==> src/rtl/io_port_bank.sv <==
// rtl/io_port_bank.sv - memory-mapped input/output port bank with debounce, W1C change flags and 7-segment drive
//
// Ports:
//   clock, reset           single clock, asynchronous active-high reset
//   io_sel, addr, we       bus select, byte address (word = addr[7:2]), write strobe
//   wdata, rdata           write data, registered read data (1-cycle latency)
//   in_raw                 NUM_IN asynchronous input channels, DATA_W bits each
//   out_port               NUM_OUT CPU-writable output registers
//   hex                    six active-low 7-segment digits driven from OUT[0]
//   irq                    registered level interrupt, |(STATUS & IRQ_EN)

module io_port_bank #(
    parameter int DATA_W       = 32,
    parameter int NUM_IN       = 2,
    parameter int NUM_OUT      = 2,
    parameter int DEBOUNCE_CYC = 4
) (
    input  logic                      clock,
    input  logic                      reset,
    input  logic                      io_sel,
    input  logic [7:0]                addr,
    input  logic                      we,
    input  logic [DATA_W-1:0]         wdata,
    output logic [DATA_W-1:0]         rdata,
    input  logic [NUM_IN*DATA_W-1:0]  in_raw,
    output logic [NUM_OUT*DATA_W-1:0] out_port,
    output logic [41:0]               hex,
    output logic                      irq
);

    localparam int CNT_W = (DEBOUNCE_CYC > 2) ? $clog2(DEBOUNCE_CYC) : 1;
    localparam logic [CNT_W-1:0] CNT_LAST   = CNT_W'(DEBOUNCE_CYC - 1);
    localparam logic [5:0]       W_STATUS   = 6'(NUM_IN + NUM_OUT);
    localparam logic [5:0]       W_IRQ_EN   = 6'(NUM_IN + NUM_OUT + 1);
    localparam logic [5:0]       W_HEX_CTRL = 6'(NUM_IN + NUM_OUT + 2);

    logic [5:0]        word;
    logic              wr;
    logic              rd;
    logic              addr_unused;

    logic [DATA_W-1:0] sync_a [NUM_IN];
    logic [DATA_W-1:0] sync_b [NUM_IN];
    logic [DATA_W-1:0] stable [NUM_IN];
    logic [CNT_W-1:0]  db_cnt [NUM_IN];
    logic [NUM_IN-1:0] accept;

    logic [DATA_W-1:0] out_reg [NUM_OUT];
    logic [NUM_IN-1:0] status;
    logic [NUM_IN-1:0] status_clr;
    logic [NUM_IN-1:0] irq_en;
    logic [5:0]        hex_ctrl;
    logic [DATA_W-1:0] rd_word;

    assign word        = addr[7:2];
    assign wr          = io_sel & we;
    assign rd          = io_sel & ~we;
    assign addr_unused = &addr[1:0];

    // A channel is accepted on the DEBOUNCE_CYC-th consecutive cycle that
    // the synchronised value differs from the stable one.
    always_comb begin
        accept = '0;
        for (int i = 0; i < NUM_IN; i++) begin
            accept[i] = (sync_b[i] != stable[i]) && (db_cnt[i] == CNT_LAST);
        end
    end

    always_ff @(posedge clock or posedge reset) begin
        if (reset) begin
            for (int i = 0; i < NUM_IN; i++) begin
                sync_a[i] <= '0;
                sync_b[i] <= '0;
                stable[i] <= '0;
                db_cnt[i] <= '0;
            end
        end else begin
            for (int i = 0; i < NUM_IN; i++) begin
                sync_a[i] <= in_raw[i*DATA_W +: DATA_W];
                sync_b[i] <= sync_a[i];
                if (accept[i]) begin
                    stable[i] <= sync_b[i];
                    db_cnt[i] <= '0;
                end else if (sync_b[i] != stable[i]) begin
                    db_cnt[i] <= db_cnt[i] + 1'b1;
                end else begin
                    db_cnt[i] <= '0;
                end
            end
        end
    end

    assign status_clr = (wr && word == W_STATUS) ? wdata[NUM_IN-1:0] : '0;

    // Register file; a set event overrides a simultaneous W1C of the same bit.
    always_ff @(posedge clock or posedge reset) begin
        if (reset) begin
            for (int j = 0; j < NUM_OUT; j++) begin
                out_reg[j] <= '0;
            end
            status   <= '0;
            irq_en   <= '0;
            hex_ctrl <= '0;
            irq      <= 1'b0;
        end else begin
            for (int j = 0; j < NUM_OUT; j++) begin
                if (wr && word == 6'(NUM_IN + j)) begin
                    out_reg[j] <= wdata;
                end
            end
            if (wr && word == W_IRQ_EN) begin
                irq_en <= wdata[NUM_IN-1:0];
            end
            if (wr && word == W_HEX_CTRL) begin
                hex_ctrl <= wdata[5:0];
            end
            status <= (status & ~status_clr) | accept;
            irq    <= |(status & irq_en);
        end
    end

    always_comb begin
        rd_word = '0;
        for (int i = 0; i < NUM_IN; i++) begin
            if (word == 6'(i)) begin
                rd_word = stable[i];
            end
        end
        for (int j = 0; j < NUM_OUT; j++) begin
            if (word == 6'(NUM_IN + j)) begin
                rd_word = out_reg[j];
            end
        end
        if (word == W_STATUS) begin
            rd_word = DATA_W'(status);
        end
        if (word == W_IRQ_EN) begin
            rd_word = DATA_W'(irq_en);
        end
        if (word == W_HEX_CTRL) begin
            rd_word = DATA_W'(hex_ctrl);
        end
    end

    always_ff @(posedge clock or posedge reset) begin
        if (reset) begin
            rdata <= '0;
        end else if (rd) begin
            rdata <= rd_word;
        end
    end

    always_comb begin
        out_port = '0;
        for (int j = 0; j < NUM_OUT; j++) begin
            out_port[j*DATA_W +: DATA_W] = out_reg[j];
        end
    end

    function automatic logic [6:0] seg7(input logic [3:0] v);
        case (v)
            4'h0: seg7 = 7'b1000000;
            4'h1: seg7 = 7'b1111001;
            4'h2: seg7 = 7'b0100100;
            4'h3: seg7 = 7'b0110000;
            4'h4: seg7 = 7'b0011001;
            4'h5: seg7 = 7'b0010010;
            4'h6: seg7 = 7'b0000010;
            4'h7: seg7 = 7'b1111000;
            4'h8: seg7 = 7'b0000000;
            4'h9: seg7 = 7'b0010000;
            4'hA: seg7 = 7'b0001000;
            4'hB: seg7 = 7'b0000011;
            4'hC: seg7 = 7'b1000110;
            4'hD: seg7 = 7'b0100001;
            4'hE: seg7 = 7'b0000110;
            default: seg7 = 7'b0001110;
        endcase
    endfunction

    always_comb begin
        hex = '0;
        for (int d = 0; d < 6; d++) begin
            hex[d*7 +: 7] = hex_ctrl[d] ? 7'b1111111 : seg7(out_reg[0][d*4 +: 4]);
        end
    end

endmodule

==> config.mk <==
export PLATFORM = sky130hd
export DESIGN_NAME = io_port_bank
export DESIGN_NICKNAME = d
export VERILOG_FILES = /design/src/rtl/io_port_bank.sv
export SDC_FILE = /design/constraint.sdc
export NUM_CORES = 1
export LEC_CHECK = 0
export CORE_ASPECT_RATIO = 1.2
export CORE_UTILIZATION = 37
export DETAILED_ROUTE_END_ITERATION = 10
export SYNTH_ARGS = -nofsm -noshare
export SYNTH_HDL_FRONTEND = slang
export SYNTH_SLANG_ARGS = --single-unit
==> constraint.sdc <==
create_clock -name clock -period 12.2 [get_ports clock]
set_input_delay 1.83 -clock clock [delete_from_list [all_inputs] [get_ports clock]]
set_output_delay 1.83 -clock clock [all_outputs]
set_load 0.03 [all_outputs]
==> impl_metrics.env, run 1 <==
export IMPL_final_setup_skew_ns=0.0142
export IMPL_io_buffers=244
export IMPL_cap_viol_max_count=0
export IMPL_synthTopCellsByCount="303 x dfrtp_1, 142 x mux2_2, 64 x xor2_1"
export IMPL_synth_seq_area_share_pct=58.6
export IMPL_ys_top_cells_by_area="dfrtp_1 59%, mux2_2 12%, xor2_1 4.3%"
export IMPL_ys_types=49
export IMPL_status="finished clean"
export IMPL_grt_use_met2_pct=31.5
export IMPL_die_y_um=207
export IMPL_r2r_end="stable[13]"
export IMPL_wl_per_cell_um=19.4
export IMPL_synth_most_common_cell="dfrtp_1"
export IMPL_rsz0062_at_grt="false"
export IMPL_setup_viol=0
export IMPL_min_path_cells=0
export IMPL_syn_area_um2=12900
export IMPL_grt_overflow=0
export IMPL_ant_nets=0
export IMPL_leakage_nw=7.41
export IMPL_cts_setup_buffers=0
export IMPL_fillers=3073
export IMPL_grt_use_met3_pct=2.03
export IMPL_clk_pin_slew_worst_paths_ns=0.06
export IMPL_drt_iter0_markers=474
export IMPL_slew_violations=0
export IMPL_relSlewSlack_pct=23.0
export IMPL_rows=74
export IMPL_die_area_um2=35700
export IMPL_slowest_stage="clkdlybuf4s50_1"
export IMPL_crit_top_cell="inv_1"
export IMPL_start_util_pct=37.8
export IMPL_critPathCaptureType="output port"
export IMPL_ff2ff_path_depth=6
export IMPL_period_share_pct=38.9
export IMPL_peakVddDrop_mv=0.0833
export IMPL_ys_seq_elements=303
export IMPL_area_growth_pct=30.1
export IMPL_use_met1_pct=24.7
export IMPL_die_w_um=173
export IMPL_min_path_type="register to register"
export IMPL_synth_edff_count=0
export IMPL_hold_buffers=0
export IMPL_reg2reg_slack_ns=9.27
export IMPL_cts_tree="done"
export IMPL_yosysTopAreaCell="dfrtp_1"
export IMPL_powerDensity_nw_per_um2=152
export IMPL_cp_startpoint="out_port[20]"
export IMPL_finalHoldViolCount=0
export IMPL_dr_total_vias=8381
export IMPL_synth_top_area_share_pct=58.6
export IMPL_setup_tns_ns=0
export IMPL_start_kind="register"
export IMPL_clkLatencyLatePin_ns=0.55
export IMPL_viasPerCell=5.00
export IMPL_globalRouteTotalUtil_pct=18.4
export IMPL_nNetsFinal=1343
export IMPL_cp_max_fo=8
export IMPL_dpl_hpwl_um=23800
export IMPL_crit_end="hex[38]"
export IMPL_crit_type="register to output port"
export IMPL_grt_pass1_vias=8444
export IMPL_grt_max_degree=102
export IMPL_grt_busiest_layer="met2"
export IMPL_drtPass1Iterations=4
export IMPL_grt_pass1_wl_um=50500
export IMPL_clock_root_buffer="clkbuf_16"
export IMPL_synthCells=961
export IMPL_core_um2=34300
export IMPL_syn_avg_cell_area_um2=13.5
export IMPL_antenna_found_initial=1
export IMPL_worst_ep_arrival_time_ns=2.92
export IMPL_ys_warn_count=0
export IMPL_pin_count=247
export IMPL_synthFlopType="dfrtp_1"
export IMPL_r2r_start="stable[14]"
export IMPL_cts_htree_levels=1
export IMPL_clockBufferDepth=3
export IMPL_fin_crit_ns=4.75
export IMPL_cts_buffers=30
export IMPL_synthArstFlopShare_pct=100
export IMPL_cts_resized=0
export IMPL_multi_input_area_um2=5030
export IMPL_drive_gt1_share_pct=19.9
export IMPL_clock_sinks=303
export IMPL_register_area_um2=7580
export IMPL_max_stage_delay_ns=0.59
export IMPL_synth_fp_nets=1107
export IMPL_worst_pin_slew_ns=1.15
export IMPL_routed_wl_um=32600
export IMPL_place_congestion=0.830
export IMPL_drc=0
export IMPL_max_freq_mhz=211
export IMPL_finish_utilization_pct=49.1
export IMPL_crit_chain="inv_1 > ha_1 > inv_1 > mux4_2 > or2_2 > clkdlybuf4s50_1"
export IMPL_required_ns=10.37
-- state kept, by name, summed over array words and instances (netlist names) --
signal    flops
sync_a       64
sync_b       64
out_port     64
status        2
irq           1
hex_ctrl      6
stable       64
rdata        32
irq_en        2
db_cnt        4
-- worst min path at each step --
stage | end | slack [ns] | from
after floorplan | sync_b[0] | 0.33 | sync_a[0]
after global placement | sync_b[45] | 0.33 | sync_a[45]
after detailed placement | sync_b[23] | 0.33 | sync_a[23]
after CTS | sync_b[7] | 0.35 | sync_a[7]
after global routing | sync_b[34] | 0.35 | sync_a[34]
final | sync_b[7] | 0.34 | sync_a[7]
-- cells by family after synthesis --
logic type	count (synthesis)	share of synthesized area (%)
adder cells (fa/ha/maj)	38	3.67
XOR/XNOR	64	4.33
flip-flops	303	58.6
AO/OA/AOI/OAI	148	8.33
AND/OR/NAND/NOR	166	6.34
multiplexers	168	16.1
buffers and inverters	74	2.60
-- metal layers --
metal | part of all wire, % | vias to the layer above | wire (um)
met5 | 0 | - | 0
li1 | - | 3905 | -
met1 | 44 | 4210 | 14300
met3 | 3.9 | 44 | 1270
met4 | 2.3 | 0 | 759
met2 | 50 | 222 | 16200
-- layout by cell type, fill, tap and decap left out, types with 3 or more instances in the layout --
master / Yosys / layout
a211o_1: 20 / 20
a211oi_1: 8 / 8
a21o_1: 4 / 4
a21oi_1: 13 / 13
a221o_1: 4 / 4
a22o_1: 12 / 12
a22oi_1: 5 / 5
a311o_1: 4 / 4
a31oi_1: 10 / 10
buf_4: 9 / 11
bufinv_16: 0 / 4
clkbuf_1: 26 / 3
clkbuf_16: 0 / 31
clkbuf_8: 0 / 4
clkdlybuf4s50_1: 0 / 242
clkinv_2: 0 / 10
dfrtp_1: 303 / 303
ha_1: 38 / 38
inv_1: 23 / 22
mux2_2: 142 / 142
mux2i_1: 7 / 7
mux4_2: 18 / 18
nand2_1: 52 / 52
nand2b_1: 7 / 6
nand4_1: 4 / 4
nor2_1: 53 / 53
nor2b_1: 11 / 11
nor3_1: 5 / 5
nor4_1: 16 / 16
o21a_1: 4 / 4
o21ai_0: 28 / 28
o221ai_1: 15 / 15
o31ai_1: 15 / 15
or2_2: 6 / 6
xor2_1: 64 / 64
-- report_power, final --
part,internal (mW),switching [mW],leakage (nW)
Clock,0.573,0.385,0.519
Sequential,1.06,0.0708,3.70
Combinational,0.216,0.249,3.19
-- worst max-delay path: cells and delay by family, from the launching register on --
kind,cells,cell delay (ns)
adder cells (fa/ha/maj),1,0.31
buffers and inverters,3,0.82
flip-flops,1,0.52
multiplexers,1,0.43
AND/OR/NAND/NOR,1,0.27
-- final cells by class --
| class | instances | area share [%] |
|---|---|---|
| antenna | 1 | 0.0149 |
| clock buffer | 38 | 5.00 |
| clock inverter | 17 | 1.16 |
| inverter | 23 | 0.558 |
| multi-input combinational | 584 | 29.9 |
| sequential | 303 | 45.1 |
| tap | 456 | 3.39 |
| timing repair buffer | 255 | 14.9 |
-- through the flow --
stage	instances	cell area [um^2]	hold WS [ns]	power, mW	setup WS [ns]
6_report	1677	16800	0.345	2.56	7.45
5_1_grt	1677	16800	0.352	2.66	7.28
2_1_floorplan	961	12900	0.331	1.41	2.00
3_5_place_dp	1621	15800	0.335	1.62	7.24
3_3_place_gp	1621	15800	0.333	1.62	7.27
4_1_cts	1676	16800	0.346	2.59	7.40
Note: power is estimated with default switching activity, not from simulation.
==> run 2: changes to the inputs <==
Clock period 12.2 ns to 4.54 ns, I/O delays scaled along.
==> impl_metrics.env, run 2 (same netlist as run 1, synthesis figures left out) <==
export IMPL_status="finished clean"
export IMPL_hp_start="sync_a[17]"
export IMPL_place_congestion=0.838
export IMPL_grt_overflow=0
export IMPL_die_area_um2=35700
export IMPL_clockBufferDepth=3
export IMPL_drive_gt1_share_pct=20.4
export IMPL_peakVddDrop_mv=0.249
export IMPL_p_int_mw=4.95
export IMPL_viasPerCell=4.98
export IMPL_cts_buffers=30
export IMPL_cts_tree="done"
export IMPL_leakage_nw=7.44
export IMPL_area_growth_pct=30.7
export IMPL_grt_max_degree=90
export IMPL_crit_chain="inv_1 > ha_1 > inv_1 > mux4_2 > or2_2 > clkdlybuf4s50_1"
export IMPL_crit_top_cell="inv_1"
export IMPL_hold_buffers=0
export IMPL_most_common_layout_cells="303 x dfrtp_1, 242 x clkdlybuf4s50_1, 142 x mux2_2"
export IMPL_period_share_pct=79.9
export IMPL_ff2ff_path_depth=6
export IMPL_r2r_start="stable[58]"
export IMPL_r2r_end="stable[38]"
export IMPL_die_w_um=173
export IMPL_cp_max_fo=8
export IMPL_fin_crit_ns=3.63
export IMPL_routed_wl_um=32800
export IMPL_final_setup_skew_ns=0.0292
export IMPL_drtPass1Iterations=4
export IMPL_relSlewSlack_pct=34.8
export IMPL_slew_violations=0
export IMPL_globalRouteTotalUtil_pct=18.5
export IMPL_ant_nets=0
export IMPL_grt_pass1_vias=8548
export IMPL_hold_path_endpoint="sync_b[17]"
export IMPL_cts_resized=0
export IMPL_start_kind="register"
export IMPL_critPathBufInv=3
export IMPL_setup_viol=0
export IMPL_pin_count=247
export IMPL_max_freq_mhz=276
export IMPL_drc=0
export IMPL_crit_type="register to output port"
export IMPL_io_buffers=244
export IMPL_pwr_share_seq_pct=44.3
export IMPL_clkLatencyLatePin_ns=0.57
export IMPL_p_total_mw=6.88
export IMPL_critPathCaptureType="output port"
export IMPL_crit_family="buffers and inverters"
export IMPL_p_sw_share_pct=28.1
export IMPL_max_stage_delay_ns=0.59
export IMPL_p_sw_mw=1.93
export IMPL_wl_per_cell_um=19.5
export IMPL_dr_total_vias=8381
export IMPL_antenna_found_initial=1
export IMPL_clock_root_buffer="clkbuf_16"
export IMPL_cap_viol_max_count=0
export IMPL_place_inst=1626
export IMPL_die_y_um=207
export IMPL_cts_htree_levels=1
export IMPL_core_um2=34300
export IMPL_slowest_stage="clkdlybuf4s50_1"
export IMPL_nNetsFinal=1348
export IMPL_finish_utilization_pct=49.4
export IMPL_cts_setup_buffers=0
export IMPL_rows=74
export IMPL_dpl_hpwl_um=24300
export IMPL_grt_pass1_wl_um=50700
export IMPL_start_util_pct=37.8
export IMPL_reg2reg_slack_ns=1.64
export IMPL_drt_iter0_markers=468
export IMPL_final_cells=1682
export IMPL_worst_pin_slew_ns=0.975
export IMPL_rsz0062_at_grt="false"
export IMPL_worst_ep_arrival_time_ns=2.94
export IMPL_min_path_type="register to register"
export IMPL_min_path_cells=0
export IMPL_finalHoldViolCount=0
export IMPL_clk_pin_slew_worst_paths_ns=0.06
export IMPL_clock_sinks=303
export IMPL_combPwrFrac_pct=18.3
export IMPL_powerDensity_nw_per_um2=407
export IMPL_clkPwrFrac_pct=37.5
export IMPL_final_common_cell="dfrtp_1"
export IMPL_fillers=3008
export IMPL_required_ns=3.86
run 2: layout make-up:
class / instances / area [um^2] / area share (%)
Timing Repair Buffer: 260 / 2600 / 15.4
Inverter: 23 / 90.1 / 0.533
Multi-Input combinational cell: 584 / 5030 / 29.7
Clock buffer: 35 / 810 / 4.79
Tap cell: 456 / 571 / 3.37
Sequential cell: 303 / 7580 / 44.8
Clock inverter: 20 / 231 / 1.37
Antenna cell: 1 / 2.50 / 0.0148
run 2: power by group through the flow:
stage / Sequential, mW / Combinational, mW / Clock [mW]
4_1_cts: 3.05 / 1.27 / 2.65
5_1_grt: 3.07 / 1.35 / 2.76
2_1_floorplan: 3.13 / 0.658 / 0
3_3_place_gp: 3.09 / 1.26 / 0
6_report: 3.05 / 1.26 / 2.58
3_5_place_dp: 3.10 / 1.27 / 0
run 2: how the worst max path moves through the flow:
stage,from,endpoint,slack (ns),cells past startpoint
floorplan,reset,db_cnt[0],-0.17,1
global placement,addr[7],out_port[47],0.94,7
detailed placement,addr[7],out_port[43],0.88,7
CTS,out_port[20],hex[38],0.86,6
global route,out_port[20],hex[38],0.77,6
finish,out_port[20],hex[38],0.91,6
run 2: routing by layer:
| metal | vias up | wire length [um] | GRT usage (%) |
|---|---|---|---|
| li1 | 3914 | - | - |
| met1 | 4212 | 14300 | 24.4 |
| met5 | - | 0 | 0 |
| met2 | 211 | 16400 | 31.9 |
| met3 | 44 | 1360 | 2.22 |
| met4 | 0 | 788 | 5.69 |
run 2: through the flow:
step	setup TNS (ns)	hold slack [ns]	setup WS (ns)	cell area (um^2)
2_1_floorplan	-51.51	0.331	-0.170	12900
3_3_place_gp	0	0.334	0.941	15900
3_5_place_dp	0	0.335	0.882	15900
4_1_cts	0	0.348	0.861	16900
5_1_grt	0	0.351	0.770	16900
6_report	0	0.345	0.915	16900
